===== src/rtl/gamma_lut_ctrl_if.sv =====
//------------------------------------------------------------------------------
// Module      : gamma_lut_ctrl_if
// Description : Host stream, control and gamma write-bus bundle for gamma_lut_ctrl.
// Revision    : 1.0 - initial release
//------------------------------------------------------------------------------
`timescale 1ns/1ps
`default_nettype none

interface gamma_lut_ctrl_if #(
    parameter int AW = 10
);
    logic          gamma_present;
    logic          en_req;
    logic          load_start;
    logic          load_abort;
    logic          s_valid;
    logic [7:0]    s_data;
    logic          s_ready;
    logic          busy;
    logic          done;
    logic          gamma_en;
    logic          gamma_wr;
    logic [AW-1:0] gamma_wr_addr;
    logic [7:0]    gamma_value;
    logic [15:0]   checksum;

    // Host / system side
    modport master (
        output gamma_present, en_req, load_start, load_abort, s_valid, s_data,
        input  s_ready, busy, done, gamma_en, gamma_wr, gamma_wr_addr, gamma_value, checksum
    );

    // Controller side
    modport slave (
        input  gamma_present, en_req, load_start, load_abort, s_valid, s_data,
        output s_ready, busy, done, gamma_en, gamma_wr, gamma_wr_addr, gamma_value, checksum
    );
endinterface

`default_nettype wire


===== src/rtl/gamma_lut_ctrl.sv =====
//------------------------------------------------------------------------------
// Module      : gamma_lut_ctrl
// Description : Gamma LUT sequencer: identity fill after reset, then host table
//               loads with gamma_en blanked while the table is rewritten.
//               Define GAMMA_LUT_CTRL_CHECKSUM_EN to build the table checksum.
// Revision    : 1.0 - initial release
//------------------------------------------------------------------------------
`timescale 1ns/1ps
`default_nettype none

module gamma_lut_ctrl #(
    parameter int ENTRIES = 768,
    parameter int AW      = 10
) (
    input  wire             clk_sys,
    input  wire             reset_n,
    gamma_lut_ctrl_if.slave bus
);

    localparam logic [AW-1:0] c_last = AW'(ENTRIES - 1);

    typedef enum logic [1:0] {
        S_INIT   = 2'd0,
        S_IDLE   = 2'd1,
        S_LOAD   = 2'd2,
        S_FINISH = 2'd3
    } state_t;

    state_t          state_q, state_d;
    logic [AW-1:0]   cnt_q, cnt_d;
    logic            wr_q, wr_d;
    logic [AW-1:0]   addr_q, addr_d;
    logic [7:0]      value_q, value_d;
    logic            en_q, en_d;
    logic            ready_q, ready_d;
    logic            busy_q, busy_d;
    logic            done_q, done_d;

    logic            w_start;
    logic            w_take;
    logic            w_last;

    // A byte offered in the same cycle as an abort is dropped.
    assign w_start = (state_q == S_IDLE) && bus.load_start;
    assign w_take  = (state_q == S_LOAD) && bus.s_valid && ready_q && !bus.load_abort;
    assign w_last  = w_take && (cnt_q == c_last);

    always_ff @(posedge clk_sys) begin
        if (!reset_n) begin
            state_q <= S_INIT;
            cnt_q   <= '0;
            wr_q    <= 1'b0;
            addr_q  <= '0;
            value_q <= '0;
            en_q    <= 1'b0;
            ready_q <= 1'b0;
            busy_q  <= 1'b1;
            done_q  <= 1'b0;
        end else begin
            state_q <= state_d;
            cnt_q   <= cnt_d;
            wr_q    <= wr_d;
            addr_q  <= addr_d;
            value_q <= value_d;
            en_q    <= en_d;
            ready_q <= ready_d;
            busy_q  <= busy_d;
            done_q  <= done_d;
        end
    end

    always_comb begin
        state_d = state_q;
        cnt_d   = cnt_q;
        wr_d    = 1'b0;
        addr_d  = addr_q;
        value_d = value_q;
        en_d    = en_q;
        ready_d = ready_q;
        busy_d  = busy_q;
        done_d  = 1'b0;

        case (state_q)
            S_INIT: begin
                en_d    = 1'b0;
                ready_d = 1'b0;
                busy_d  = 1'b1;
                if (!bus.gamma_present) begin
                    state_d = S_IDLE;
                    cnt_d   = '0;
                    busy_d  = 1'b0;
                end else begin
                    wr_d    = 1'b1;
                    addr_d  = cnt_q;
                    value_d = cnt_q[7:0];
                    cnt_d   = cnt_q + 1'b1;
                    if (cnt_q == c_last) begin
                        state_d = S_IDLE;
                        cnt_d   = '0;
                        busy_d  = 1'b0;
                    end
                end
            end

            S_IDLE: begin
                en_d    = bus.en_req;
                ready_d = 1'b0;
                busy_d  = 1'b0;
                if (w_start) begin
                    state_d = S_LOAD;
                    cnt_d   = '0;
                    en_d    = 1'b0;
                    ready_d = 1'b1;
                    busy_d  = 1'b1;
                end
            end

            S_LOAD: begin
                en_d = 1'b0;
                if (bus.load_abort) begin
                    state_d = S_IDLE;
                    ready_d = 1'b0;
                    busy_d  = 1'b0;
                end else if (w_take) begin
                    // Bytes are still counted when no corrector is present.
                    if (bus.gamma_present) begin
                        wr_d    = 1'b1;
                        addr_d  = cnt_q;
                        value_d = bus.s_data;
                    end
                    cnt_d = cnt_q + 1'b1;
                    if (w_last) begin
                        state_d = S_FINISH;
                        cnt_d   = '0;
                        ready_d = 1'b0;
                        done_d  = 1'b1;
                    end
                end
            end

            S_FINISH: begin
                state_d = S_IDLE;
                en_d    = 1'b0;
                ready_d = 1'b0;
                busy_d  = 1'b0;
            end

            default: begin
                state_d = S_INIT;
                cnt_d   = '0;
                busy_d  = 1'b1;
            end
        endcase
    end

    assign bus.gamma_wr      = wr_q;
    assign bus.gamma_wr_addr = addr_q;
    assign bus.gamma_value   = value_q;
    assign bus.gamma_en      = en_q;
    assign bus.s_ready       = ready_q;
    assign bus.busy          = busy_q;
    assign bus.done          = done_q;

`ifdef GAMMA_LUT_CTRL_CHECKSUM_EN
    logic [15:0] acc_q, acc_d;
    logic [15:0] csum_q, csum_d;

    // The published checksum only changes when a load completes.
    always_comb begin
        acc_d  = acc_q;
        csum_d = csum_q;
        if (w_start) begin
            acc_d = '0;
        end else if (w_take) begin
            acc_d = acc_q + {8'h00, bus.s_data};
        end
        if (w_last) begin
            csum_d = acc_q + {8'h00, bus.s_data};
        end
    end

    always_ff @(posedge clk_sys) begin
        if (!reset_n) begin
            acc_q  <= '0;
            csum_q <= '0;
        end else begin
            acc_q  <= acc_d;
            csum_q <= csum_d;
        end
    end

    assign bus.checksum = csum_q;
`else
    assign bus.checksum = '0;
`endif

endmodule

`default_nettype wire


===== src/flat_wrapper.sv =====
// flat-port wrapper written by rule: the top's interface ports become plain ports
module gamma_lut_ctrl_flat 
#(
    parameter int ENTRIES = 768,
    parameter int AW      = 10
)
  (clk_sys, reset_n, bus_gamma_present, bus_en_req, bus_load_start, bus_load_abort, bus_s_valid, bus_s_data, bus_s_ready, bus_busy, bus_done, bus_gamma_en, bus_gamma_wr, bus_gamma_wr_addr, bus_gamma_value, bus_checksum);
  gamma_lut_ctrl_if #(.AW(AW)) bus_i ();
  input  wire clk_sys;
  input  wire reset_n;
  input wire logic [$bits(bus_i.gamma_present)-1:0] bus_gamma_present;
  input wire logic [$bits(bus_i.en_req)-1:0] bus_en_req;
  input wire logic [$bits(bus_i.load_start)-1:0] bus_load_start;
  input wire logic [$bits(bus_i.load_abort)-1:0] bus_load_abort;
  input wire logic [$bits(bus_i.s_valid)-1:0] bus_s_valid;
  input wire logic [$bits(bus_i.s_data)-1:0] bus_s_data;
  output wire logic [$bits(bus_i.s_ready)-1:0] bus_s_ready;
  output wire logic [$bits(bus_i.busy)-1:0] bus_busy;
  output wire logic [$bits(bus_i.done)-1:0] bus_done;
  output wire logic [$bits(bus_i.gamma_en)-1:0] bus_gamma_en;
  output wire logic [$bits(bus_i.gamma_wr)-1:0] bus_gamma_wr;
  output wire logic [$bits(bus_i.gamma_wr_addr)-1:0] bus_gamma_wr_addr;
  output wire logic [$bits(bus_i.gamma_value)-1:0] bus_gamma_value;
  output wire logic [$bits(bus_i.checksum)-1:0] bus_checksum;
  assign bus_i.gamma_present = bus_gamma_present;
  assign bus_i.en_req = bus_en_req;
  assign bus_i.load_start = bus_load_start;
  assign bus_i.load_abort = bus_load_abort;
  assign bus_i.s_valid = bus_s_valid;
  assign bus_i.s_data = bus_s_data;
  assign bus_s_ready = bus_i.s_ready;
  assign bus_busy = bus_i.busy;
  assign bus_done = bus_i.done;
  assign bus_gamma_en = bus_i.gamma_en;
  assign bus_gamma_wr = bus_i.gamma_wr;
  assign bus_gamma_wr_addr = bus_i.gamma_wr_addr;
  assign bus_gamma_value = bus_i.gamma_value;
  assign bus_checksum = bus_i.checksum;
  gamma_lut_ctrl #(.ENTRIES(ENTRIES), .AW(AW)) u_core (.clk_sys(clk_sys), .reset_n(reset_n), .bus(bus_i));
endmodule

===== config.mk =====
export PLATFORM = sky130hd
export DESIGN_NAME = gamma_lut_ctrl_flat
export DESIGN_NICKNAME = d
export VERILOG_FILES = /design/src/rtl/gamma_lut_ctrl_if.sv /design/src/rtl/gamma_lut_ctrl.sv /design/src/flat_wrapper.sv
export SDC_FILE = /design/constraint.sdc
export NUM_CORES = 1
export LEC_CHECK = 0
export ABC_AREA = 1
export CORE_ASPECT_RATIO = 1.1
export CORE_UTILIZATION = 50
export DETAILED_ROUTE_END_ITERATION = 10
export PLACE_DENSITY = 0.83
export REMOVE_ABC_BUFFERS = 1
export SYNTH_ARGS = -nofsm -noshare
export SYNTH_HDL_FRONTEND = slang
export SYNTH_SLANG_ARGS = --single-unit

===== constraint.sdc =====
create_clock -name clk_sys -period 2.3 [get_ports clk_sys]
set_input_delay 0.345 -clock clk_sys [delete_from_list [all_inputs] [get_ports clk_sys]]
set_output_delay 0.345 -clock clk_sys [all_outputs]
set_load 0.005 [all_outputs]

==> run summary <==
Number of diodes: 0
Hold Path Class: flip-flop to flip-flop
Met3 usage: 0.0544
Max Clock Skew: 7.81 ps
Post-synth top area share: 0.367
CTS tree: done
Pre-CTS setup slack: 335 ps
Yosys cell types: 30
Layout cells sized above 1: 0.112
FFs w/ async S/R, synth: 0
Final WS setup: 330 ps
Initial DRT Pass Iterations: 4
Synth Register Bits: 35
Peak fanout along the critical path: 31
Setup CP Type: flip-flop to flip-flop
Nets: 315
DR vias/cell: 5.00
Status: finished, final reports clean
Die Height: 66.8 µm
Ys Warns: 0
Dpl cell area: 2240 µm²
CTS Buffer Depth: 2
Starting Density: 0.522
Area Growth Syn to Fin: 23.3%
Worst path required time: 2510 ps
Post-CTS setup buffers: 0
Final WL: 3940 µm
First-pass GRT wire length: 6420 µm
Avg Inst Size Synth: 7.42 µm²
Overall Global Routing Usage: 0.218
Max Slew Vio Count: 0
Sink Count: 35
Sequential-to-total area share from yosys stat: 0.367
DRT iter0 DRCs: 40
Hold slack: 458 ps
Min Clock Period, post-route: 1970 ps
Initial antenna violation count: 0
Post-route ant nets: 0
GP Congestion: 0.888
Clock-pin slew on the worst setup and hold paths: 70 ps
Ys flop type: dfxtp_1
Fmax: 508 MHz
Total power: 2.70 mW
Post-CTS resize count: 0
Die Area: 4070 µm²
Endpoints failing hold: 0
P_leak: 0.968 nW
Design area: 2350 µm²
Final Setup Violations: 0
Number of synthesized flops with an enable pin: 0
Met1 Use GR: 0.238
Crit path DAT: 2180 ps
Hold-fix buffers, CTS: 0
Largest area contributor in the netlist: dfxtp_1
MaxCap Viol Count: 0
TritonCTS Buffers: 5
Final Cycle Share: 0.857
Routed length per placed instance: 11.5 µm
DRC Markers: 0
Top post-synthesis cells by area: dfxtp_1 (37%), nand2_1 (8.1%), o21ai_0 (6.8%)
Met2 Use GR: 0.380
Setup_tns: 0 ps
Total congestion overflow: 0
Critical path launch point type: flip-flop
Worst IR drop on VDD: 0.579 mV
Die X: 60.9 µm
Site Rows: 23
H-Tree Depth: 2
FILL cells: 350
DR vias: 1720
PwrDens: 1150 nW/µm²
Post-Syn Area: 1910 µm²
Top Usage Layer GRT: met2
Clk_lat worst skew: 290 ps
Post-DP HPWL: 2850 µm
Vias in the first global route: 1515
I/O pin count: 54
Worst setup EP type: flip-flop
IO buf count: 37
Gate Count Post-Synth: 257
CORE AREA: 3650 µm²
Largest net degree at the start of global routing: 32
RSZ-0062 raised after global routing: no
CTS root buf: clkbuf_8
[registers in the layout, indices dropped and copies added (netlist names)]
name and cells:
u_core.bus.busy 1, u_core.bus.done 1, u_core.bus.gamma_en 1, u_core.bus.gamma_value 8
u_core.bus.gamma_wr 1, u_core.bus.gamma_wr_addr 10, u_core.bus.s_ready 1, u_core.cnt_q 10
u_core.state_q 2
[cells by family (layout without fill, tap and decap cells)]
| kind of cell | count (synthesis) | after routing | synth area share |
|---|---|---|---|
| AO/OA/AOI/OAI | 55 | 55 | 0.165 |
| adder cells (fa/ha/maj) | 7 | 7 | 0.0459 |
| flip-flops | 35 | 35 | 0.367 |
| XOR/XNOR | 1 | 1 | 0.00459 |
| other | 1 | 16 | 0.00197 |
| buffers and inverters | 51 | 73 | 0.141 |
| AND/OR/NAND/NOR | 107 | 107 | 0.274 |
[Yosys cell counts (2+ instances only)]
cell type and instances:
clkbuf_1 2, a21oi_1 16, nand4_1 3, a21oi_4 2, nand2_4 3, buf_2 5
a31oi_1 9, buf_4 17, nand3_2 3, o21ai_0 26, nor2_1 29, nand3_1 16
ha_1 7, nor2_2 3, nand2_1 41, inv_2 4, inv_1 21, dfxtp_1 35
nand2_2 4
[critical path, stage by stage (launching register included)]
cell	delay, ps
dfxtp_1	360
inv_1	120
ha_1	430
nor2_1	100
inv_2	90
nand3_2	140
inv_2	370
o21ai_0	130
a31oi_1	150
[cell usage in the layout (no fill, tap or decap), drive strengths merged, types with 2 or more instances in the layout]
cell,netlist,routed
o21ai,26,26
dfxtp,35,35
buf,23,2
nand4,4,4
ha,7,7
clkinv,1,3
clkbuf,2,5
clkdlybuf4s50,0,37
nand3,20,20
a31oi,9,9
nor2,33,33
conb,1,16
a21oi,19,19
inv,25,25
nand2,48,48
[final timing paths]
kind                                   startpoint                   endpoint  slack, ps  cells after the start
worst min-delay path              u_core.bus.busy            u_core.bus.busy        460                      2
worst max-delay path            u_core.state_q[0]  u_core.bus.gamma_value[5]        330                      8
worst max register to register  u_core.state_q[0]  u_core.bus.gamma_value[5]        330                      8
worst min register to register    u_core.bus.busy            u_core.bus.busy        460                      2
[cell type report]
| cell class | instances | area [µm²] | area share |
|---|---|---|---|
| clock buffer | 5 | 68.8 | 0.0292 |
| clock inverter | 3 | 43.8 | 0.0186 |
| inverter | 26 | 97.6 | 0.0415 |
| multi-input combinational | 186 | 995 | 0.423 |
| sequential | 35 | 701 | 0.298 |
| tap | 50 | 62.6 | 0.0266 |
| timing repair buffer | 39 | 385 | 0.164 |
[layer usage]
layer / vias to the layer above / routed length, µm
met2: 51 / 2020
met3: 9 / 166
met1: 786 / 1670
met5: - / 0
met4: 0 / 80
li1: 874 / -
[stage by stage]
step / utilization / std cells
2_1_floorplan: - / 247
3_3_place_gp: 0.613 / 336
3_5_place_dp: 0.613 / 336
4_1_cts: 0.644 / 344
5_1_grt: 0.644 / 344
6_report: 0.644 / 344
[report_power, final]
part	leakage (nW)	internal [mW]	total [mW]	switching, mW
clock	0.0581	0.322	0.551	0.229
sequential	0.287	0.784	0.892	0.108
combinational	0.623	0.557	1.26	0.703
total	0.968	1.66	2.70	1.04
(Power assumes the default switching activity.)
